[src/rtl/palette_ctrl.sv]
// Palette RAM owner: two 64x15 banks on one port, pixel lookups first,
// host uploads buffered and committed in idle cycles or forced after a wait.
module palette_ctrl #(
  parameter int MAX_WAIT = 8
) (
  input  logic        clk,
  input  logic        reset_n,
  input  logic        pix_req,
  input  logic [5:0]  color,
  input  logic        bank,
  output logic [14:0] pixel,
  output logic        pixel_valid,
  input  logic        load_start,
  input  logic        load_bank,
  input  logic        dl_valid,
  input  logic [7:0]  dl_data,
  output logic        dl_ready,
  output logic        busy,
  output logic        load_done
);

  typedef enum logic [2:0] {
    S_IDLE,
    S_LO,
    S_HI,
    S_COMMIT,
    S_DONE
  } state_t;

  state_t      state_q, state_d;
  logic [5:0]  idx_q, idx_d;
  logic [7:0]  wait_q, wait_d;
  logic        bank_q, bank_d;
  logic [7:0]  lo_q, lo_d;
  logic [14:0] entry_q, entry_d;
  logic [14:0] pixel_q;
  logic        pvalid_q;

  logic [14:0] mem [0:127];

  logic in_commit;
  logic force_wr;
  logic wr_en;
  logic rd_en;
  logic accept;

  assign in_commit = (state_q == S_COMMIT);
  assign force_wr  = pix_req && (int'(wait_q) >= MAX_WAIT);
  assign wr_en     = in_commit && !load_start && (!pix_req || force_wr);
  // a write only shares a cycle with pix_req when forced; the lookup is dropped
  assign rd_en     = pix_req && !wr_en;

  assign dl_ready  = (state_q == S_LO) || (state_q == S_HI);
  assign accept    = dl_ready && dl_valid;
  assign busy      = (state_q == S_LO) || (state_q == S_HI) || in_commit;
  assign load_done = (state_q == S_DONE);

  assign pixel       = pixel_q;
  assign pixel_valid = pvalid_q;

  // Upload sequencing: byte assembly, commit scheduling, abort on restart
  always_comb begin
    state_d = state_q;
    idx_d   = idx_q;
    wait_d  = wait_q;
    bank_d  = bank_q;
    lo_d    = lo_q;
    entry_d = entry_q;
    unique case (state_q)
      S_IDLE: begin
      end
      S_LO: begin
        if (accept) begin
          lo_d    = dl_data;
          state_d = S_HI;
        end
      end
      S_HI: begin
        if (accept) begin
          entry_d = {dl_data[6:0], lo_q};
          state_d = S_COMMIT;
        end
      end
      S_COMMIT: begin
        if (wr_en) begin
          wait_d = 8'd0;
          if (idx_q == 6'd63) begin
            state_d = S_DONE;
          end else begin
            idx_d   = idx_q + 6'd1;
            state_d = S_LO;
          end
        end else if (wait_q != 8'hFF) begin
          wait_d = wait_q + 8'd1;
        end
      end
      S_DONE: begin
        state_d = S_IDLE;
      end
      default: begin
        state_d = S_IDLE;
      end
    endcase
    if (load_start) begin
      state_d = S_LO;
      bank_d  = load_bank;
      idx_d   = 6'd0;
      wait_d  = 8'd0;
    end
  end

  // Control state registers
  always_ff @(posedge clk or negedge reset_n) begin
    if (!reset_n) begin
      state_q <= S_IDLE;
      idx_q   <= 6'd0;
      wait_q  <= 8'd0;
      bank_q  <= 1'b0;
      lo_q    <= 8'd0;
      entry_q <= 15'd0;
    end else begin
      state_q <= state_d;
      idx_q   <= idx_d;
      wait_q  <= wait_d;
      bank_q  <= bank_d;
      lo_q    <= lo_d;
      entry_q <= entry_d;
    end
  end

  // Palette RAM write port; contents survive reset
  always_ff @(posedge clk) begin
    if (wr_en) begin
      mem[{bank_q, idx_q}] <= entry_q;
    end
  end

  // Registered lookup; pixel holds when no lookup issues
  always_ff @(posedge clk or negedge reset_n) begin
    if (!reset_n) begin
      pixel_q  <= 15'd0;
      pvalid_q <= 1'b0;
    end else begin
      pvalid_q <= rd_en;
      if (rd_en) begin
        pixel_q <= mem[{bank, color}];
      end
    end
  end

endmodule

[config.mk]
export PLATFORM = sky130hd
export DESIGN_NAME = palette_ctrl
export DESIGN_NICKNAME = d
export VERILOG_FILES = /design/src/rtl/palette_ctrl.sv
export SDC_FILE = /design/constraint.sdc
export NUM_CORES = 2
export LEC_CHECK = 0
export BUFFER_PORTS_ARGS = -buffer_cell sky130_fd_sc_hd__buf_4
export CORE_UTILIZATION = 45
export CTS_CLUSTER_DIAMETER = 120
export DETAILED_ROUTE_END_ITERATION = 7
export SLEW_MARGIN = 20
export SYNTH_ARGS = -nofsm -noshare
export SYNTH_HDL_FRONTEND = slang
export SYNTH_SLANG_ARGS = --single-unit
[constraint.sdc]
create_clock -name clk -period 3.85 [get_ports clk]
set_input_delay 1.155 -clock clk [delete_from_list [all_inputs] [get_ports clk]]
set_output_delay 1.155 -clock clk [all_outputs]
set_load 0.02 [all_outputs]
# Word-level counts from Yosys, hierarchy flattened
# Memories as Yosys holds them, arrays and structs flattened. A register that Yosys moved wholly into a read port is not among the register bits.
# Cells that the tools add are included.
dict set report totals {
  regBits 42
  mem_bits_rw 1920
  inputBits 21
  output_inout_bits 19
  word_cells 59
  memories 1
}
dict set report classes {
  add_sub_neg 2
  magnitude_cmp 1
  n_eq_ne 11
  muxes 16
  n_reduce_logical 21
}
# memory depth word_bits read_ports rd_clocked_by_memory_dff write_ports line_no
set mem_list {}
lappend mem_list {mem 128 15 1 1 1 39} ;# logic [14:0] mem [0:127];
# operator count
set op_table {}
lappend op_table {{$mux W8} 4}
lappend op_table {{$mux W6} 4}
lappend op_table {{$mux W3} 5}
lappend op_table {{$pmux W3 S4} 1}
lappend op_table {{$add A8 B1 Y8 const B} 1}
lappend op_table {{$ge A8 B4 Y1 const B} 1}
lappend op_table {{$ne A8 B8 Y1 const B} 1}
lappend op_table {{$add A6 B1 Y6 const B} 1}
lappend op_table {{$eq A3 B2 Y1 const B} 2}
lappend op_table {{$eq A6 B6 Y1 const B} 1}
lappend op_table {{$ne A3 B3 Y1 const B} 2}
lappend op_table {{$reduce_and A2 Y1} 3}
lappend op_table {{$logic_and A1 B1 Y1} 5}
lappend op_table {{$logic_not A1 Y1} 4}
lappend op_table {{$ne A2 B2 Y1 const B} 2}
lappend op_table {{$reduce_and A4 Y1} 1}
lappend op_table {{$reduce_bool A2 Y1} 2}
lappend op_table {{$eq A3 B1 Y1 const B} 1}
lappend op_table {{$eq A3 B3 Y1 const B} 1}
lappend op_table {{$logic_not A3 Y1} 1}
lappend op_table {{$logic_or A1 B1 Y1} 3}
lappend op_table {{$ne A3 B2 Y1 const B} 1}
lappend op_table {{$reduce_and A3 Y1} 1}
lappend op_table {{$reduce_bool A3 Y1} 1}
lappend op_table {{$mux W1} 2}

# Depth between registers and ports, before layout
dict set report depth {
  word_depth 7
  ltp_mapped 11
  mapped_depth_nobuf 7
}

# Worst setup path after synthesis
# Ideal clock, no wire load.
dict set report synth_path {
  kind {input to register}
  start {input port pix_req}
  end {memory mem[91][0] (enable)}
  setup_ns 0.386
  t_arrival_ns 3.028
  t_required_ns 3.464
  slack_ns 0.436
  path_stages 6
  path_buffers 1
  path_cell_list {nor2b_1 > a211oi_4 > nor2b_1 > nand3_1 > clkbuf_1 > nor2_1}
}
dict set report synth_via {
  elab_chain_len 5
  word_cells_on_any_way 6
  cone_classes {mux (2); reduce/logical (4)}
}
# element line_no
set synth_lines {}
lappend synth_lines {{start, declared} 8} ;# input logic pix_req,
lappend synth_lines {{$logic_not A1 Y1 or $logic_and A1 B1 Y1 (tied branches)} {49, 48}}
lappend synth_lines {{$logic_or A1 B1 Y1 (*)} 49} ;# assign wr_en = in_commit && !load_start && (!pix_req || force_wr);
lappend synth_lines {{$logic_and A1 B1 Y1 (*)} 49}
lappend synth_lines {{$mux W1 (*)} 133} ;# if (wr_en) begin
lappend synth_lines {{$mux W1 (not written as such) (*)} 134} ;# mem[{bank_q, idx_q}] <= entry_q;
lappend synth_lines {{end, declared} 39}
# Mark *: on every way between the ends. The rest lies on a longest branch, timed or not.

# Worst setup path after layout
dict set report layout_path {
  start {register wait_q[5]}
  end {register pixel_q[6] (netlist: pixel[6]), read port of mem}
}
dict set report layout_via {
  elab_chain_len 6
}
# element line_no
set layout_lines {}
lappend layout_lines {{start, declared} 32} ;# logic [7:0] wait_q, wait_d;
lappend layout_lines {{start signal, assigned} 124} ;# wait_q <= wait_d;
lappend layout_lines {{$ge A8 B4 Y1} 48} ;# assign force_wr = pix_req && (int'(wait_q) >= MAX_WAIT);
lappend layout_lines {{$logic_and A1 B1 Y1} 48}
lappend layout_lines {{$logic_or A1 B1 Y1} 49}
lappend layout_lines {{$logic_and A1 B1 Y1} 49}
lappend layout_lines {{$logic_not A1 Y1} 51} ;# assign rd_en = pix_req && !wr_en;
lappend layout_lines {{$logic_and A1 B1 Y1} 51}
lappend layout_lines {{named net rd_en} 44} ;# logic rd_en;
lappend layout_lines {{end, declared} 36} ;# logic [14:0] pixel_q;
# The timed path passes the listed nets, and every way through them passes these cells.
# A chain may end at the register's enable or synchronous reset.

==> summary.md <==
| Metric | Value |
|---|---|
| Outcome | complete, no violations |
| CTS Sinks | 1,977 |
| Rows | 150 |
| FMAX | 321 MHz |
| Peak supply drop | 914 uV |
| Crit Path Category | reg2reg |
| Final min period | 3.12 ns |
| Nets | 4,033 |
| Antenna-violating nets left | 0 |
| Sequential area share after synthesis | 77.3% |
| Final setup vio count | 0 |
| Drt initial violations | 4,143 |
| CP arrival | 3.79 ns |
| Routability cong. | 0.838 |
| Busiest grt layer | met2 |
| Area of the core | 168,000 um2 |
| Port Buf Inserts | 39 |
| Via count | 37,700 |
| TritonRoute pass-1 iters | 5 |
| Largest net degree at the start of global routing | 96 |
| CTS Buffer Depth | 3 |
| Most frequent cells in the layout | edfxtp_1 (1,920), mux4_2 (396), buf_4 (352), mux2i_1 (215), clkbuf_16 (195) |
| Final Util | 52.3% |
| Layout cells sized above 1 | 28.1% |
| CP Data Required Time | 4.52 ns |
| Static Leak | 28.6 nW |
| Family with the most delay on the worst path | simple AND/OR/NAND/NOR gates |
| Area grow syn2layout | 14.9% |
| Number of placed I/O pins | 40 |
| Die area | 172,000 um2 |
| Critical path peak fanout | 11 |
| Postcts setup bufs | 0 |
| Starting Density | 45.5% |
| Leading cell type in the layout, fill and taps excluded | edfxtp_1 |
| Crit-path cells | nor4_2 -> a211oi_4 -> nand2b_2 -> inv_2 -> nand2_1 -> nor4_2 -> a21oi_1 |
| CP Capture Type | flop |
| Largest stage delay on the critical path | 0.87 ns |
| Gr ovfl total | 0 |
| Die Y | 414 um |
| Synthesized cell area | 76,500 um2 |
| Clock Skew | 0.0320 ns |
| Count of filler cells inserted in the layout | 13,000 |
| Number of enable flip-flop cells after synthesis | 1,920 |
| Critical path buffers and inverters | 1 |
| Routed len/inst | 29.8 um |
| First-pass GRT wire length | 274,000 um |
| Register share of total power | 55.5% |
| Hold/Removal Path Class | in2async |
| Post-detail-place hpwl | 117,000 um |
| Antenna violations before repair | 10 |
| Max cap viols | 0 |
| Clock-pin slew on the worst setup and hold paths | 0.06 ns |
| Register bit total from synthesis | 1,977 |
| Syn Nets | 3,647 |
| Combinational power share | 8.7% |
| P_sw | 0.0130 W |
| Total wire length | 190,000 um |
| Net Sw Frac | 25.2% |
| Critical-path top delay cell | nor4_2 |
| Vias in the first global route | 37,600 |
| PostCTS Resize Cnt | 0 |
| H-Tree Depth | 4 |
| Met2 usage | 34.3% |
| Max_slew headroom | 28.4% |
| Clock share of power | 35.7% |
| Die Width | 414 um |
| Internal power | 0.0386 W |
| Power Density | 587 nW/um2 |
| Syn Area/Cell | 21.1 um2 |
| Clk_lat worst skew | 0.83 ns |
| Max-slew violation count | 0 |
| Number of hold violations in the final report | 0 |
| Synth warn | 0 |
| Met1 Use GR | 32.7% |
| Hold bufs inserted after CTS | 0 |
| Worst Tran Pin Value | 1.07 ns |
| CTS tree | yes |
| Ys async rst share | 2.88% |
| CP dominant cell by count | nor4_2 |
| Distinct cells, synth | 53 |
| Met3 Track Usage GR | 4.47% |
| Ys flop type | edfxtp_1 |
| Startpoint types | flop |
| Vias per std cell | 5.91 |
| Pwr Total | 0.0516 W |
| Gr usage total | 22.3% |
| Unrepaired setup endpoints after global routing | false |
| TritonCTS Buffers | 191 |
| Clock root cell | clkbuf_16 |
| DRC viols | 0 |
| Post-synthesis cell count | 3,623 |
| Final period util | 80.9% |
-- cell families (layout without fill, tap and decap cells) --
group,after synthesis,in the layout,synth area share [%]
compound gates,350,350,3.21
xor+xnor,5,5,0.0573
fa+ha+maj,3,3,0.0491
buf+inv,213,759,1.48
flops,1977,1977,77.3
mux,679,679,15.5
other cells,0,1,0
simple gates,396,396,2.45
-- metrics by stage --
| step | hold slack, ns | cell area (um2) | worst slack, ns | TNS [ns] | cells |
|---|---|---|---|---|---|
| 2_1_floorplan | 0.465 | 76500 | 0.436 | 0 | 3623 |
| 3_3_place_gp | 0.483 | 81700 | -0.207 | -0.632 | 6019 |
| 3_5_place_dp | 0.492 | 81700 | -0.144 | -0.529 | 6019 |
| 4_1_cts | 0.421 | 87900 | 0.748 | 0 | 6372 |
| 5_1_grt | 0.477 | 87900 | 0.607 | 0 | 6373 |
| 6_report | 0.438 | 87900 | 0.734 | 0 | 6374 |
-- power groups by stage --
stage          logic [W]  clock network (W)  registers (W)
4_1_cts          0.00438             0.0187         0.0288
3_5_place_dp     0.00438                  0         0.0293
6_report         0.00451             0.0184         0.0287
2_1_floorplan    0.00141                  0         0.0292
3_3_place_gp     0.00428                  0         0.0292
5_1_grt          0.00478             0.0195         0.0288
-- routing by layer --
metal  share of wire [%]  wire (um)
met4                 2.0       3890
met3                 7.7      14600
met2                  47      89100
met1                  43      82600
met5              0.0047          9
-- Yosys cell counts (22+ instances only) --
| library cell | n | area (um2) |
|---|---|---|
| nor2b_1 | 30 | 188 |
| mux2_2 | 68 | 766 |
| nand2_1 | 116 | 435 |
| mux2i_1 | 215 | 2150 |
| nor2_1 | 162 | 608 |
| buf_4 | 31 | 233 |
| dfrtp_1 | 57 | 1430 |
| clkbuf_1 | 84 | 315 |
| edfxtp_1 | 1920 | 57700 |
| buf_2 | 61 | 305 |
| mux4_2 | 396 | 8920 |
| a211oi_1 | 63 | 473 |
| a22o_1 | 22 | 193 |
| a22oi_1 | 79 | 593 |
| o22ai_1 | 63 | 394 |
| a21oi_1 | 58 | 290 |
-- layout make-up --
type / instances / area (um2) / area share, %
antenna: 1 / 2.50 / 0.00285
clock buffer: 249 / 5130 / 5.84
clock inverter: 104 / 990 / 1.13
inverter: 6 / 22.5 / 0.0256
multi-input combinational: 1433 / 16300 / 18.5
sequential: 1977 / 59100 / 67.3
tap: 2204 / 2760 / 3.14
timing repair buffer: 400 / 3580 / 4.08
-- sequential cells by signal (all words and copies together) (netlist names), 3 cells and up --
signal   count
entry_q     15
mem       1920
lo_q         8
pixel       15
idx_q        6
wait_q       8
state_q      3
-- worst paths after layout --
kind,from,endpoint,slack (ns),depth (start not counted)
max,wait_q[5],pixel[6],0.73,7
min in group clk,lo_q[5],entry_q[5],0.50,1
min reg2reg,lo_q[5],entry_q[5],0.50,1
max reg2reg,wait_q[5],pixel[6],0.73,7
max in group asynchronous,reset_n,entry_q[2],2.75,1
min,reset_n,entry_q[14],0.44,1
-- worst register-to-register path, cell delays in order (launching register included) --
cell	delay, ns
dfrtp_1	0.42
nor4_2	0.46
a211oi_4	0.19
nand2b_2	0.35
inv_2	0.11
nand2_1	0.48
nor4_2	0.88
a21oi_1	0.08
Note: power is estimated with default switching activity, not from simulation.
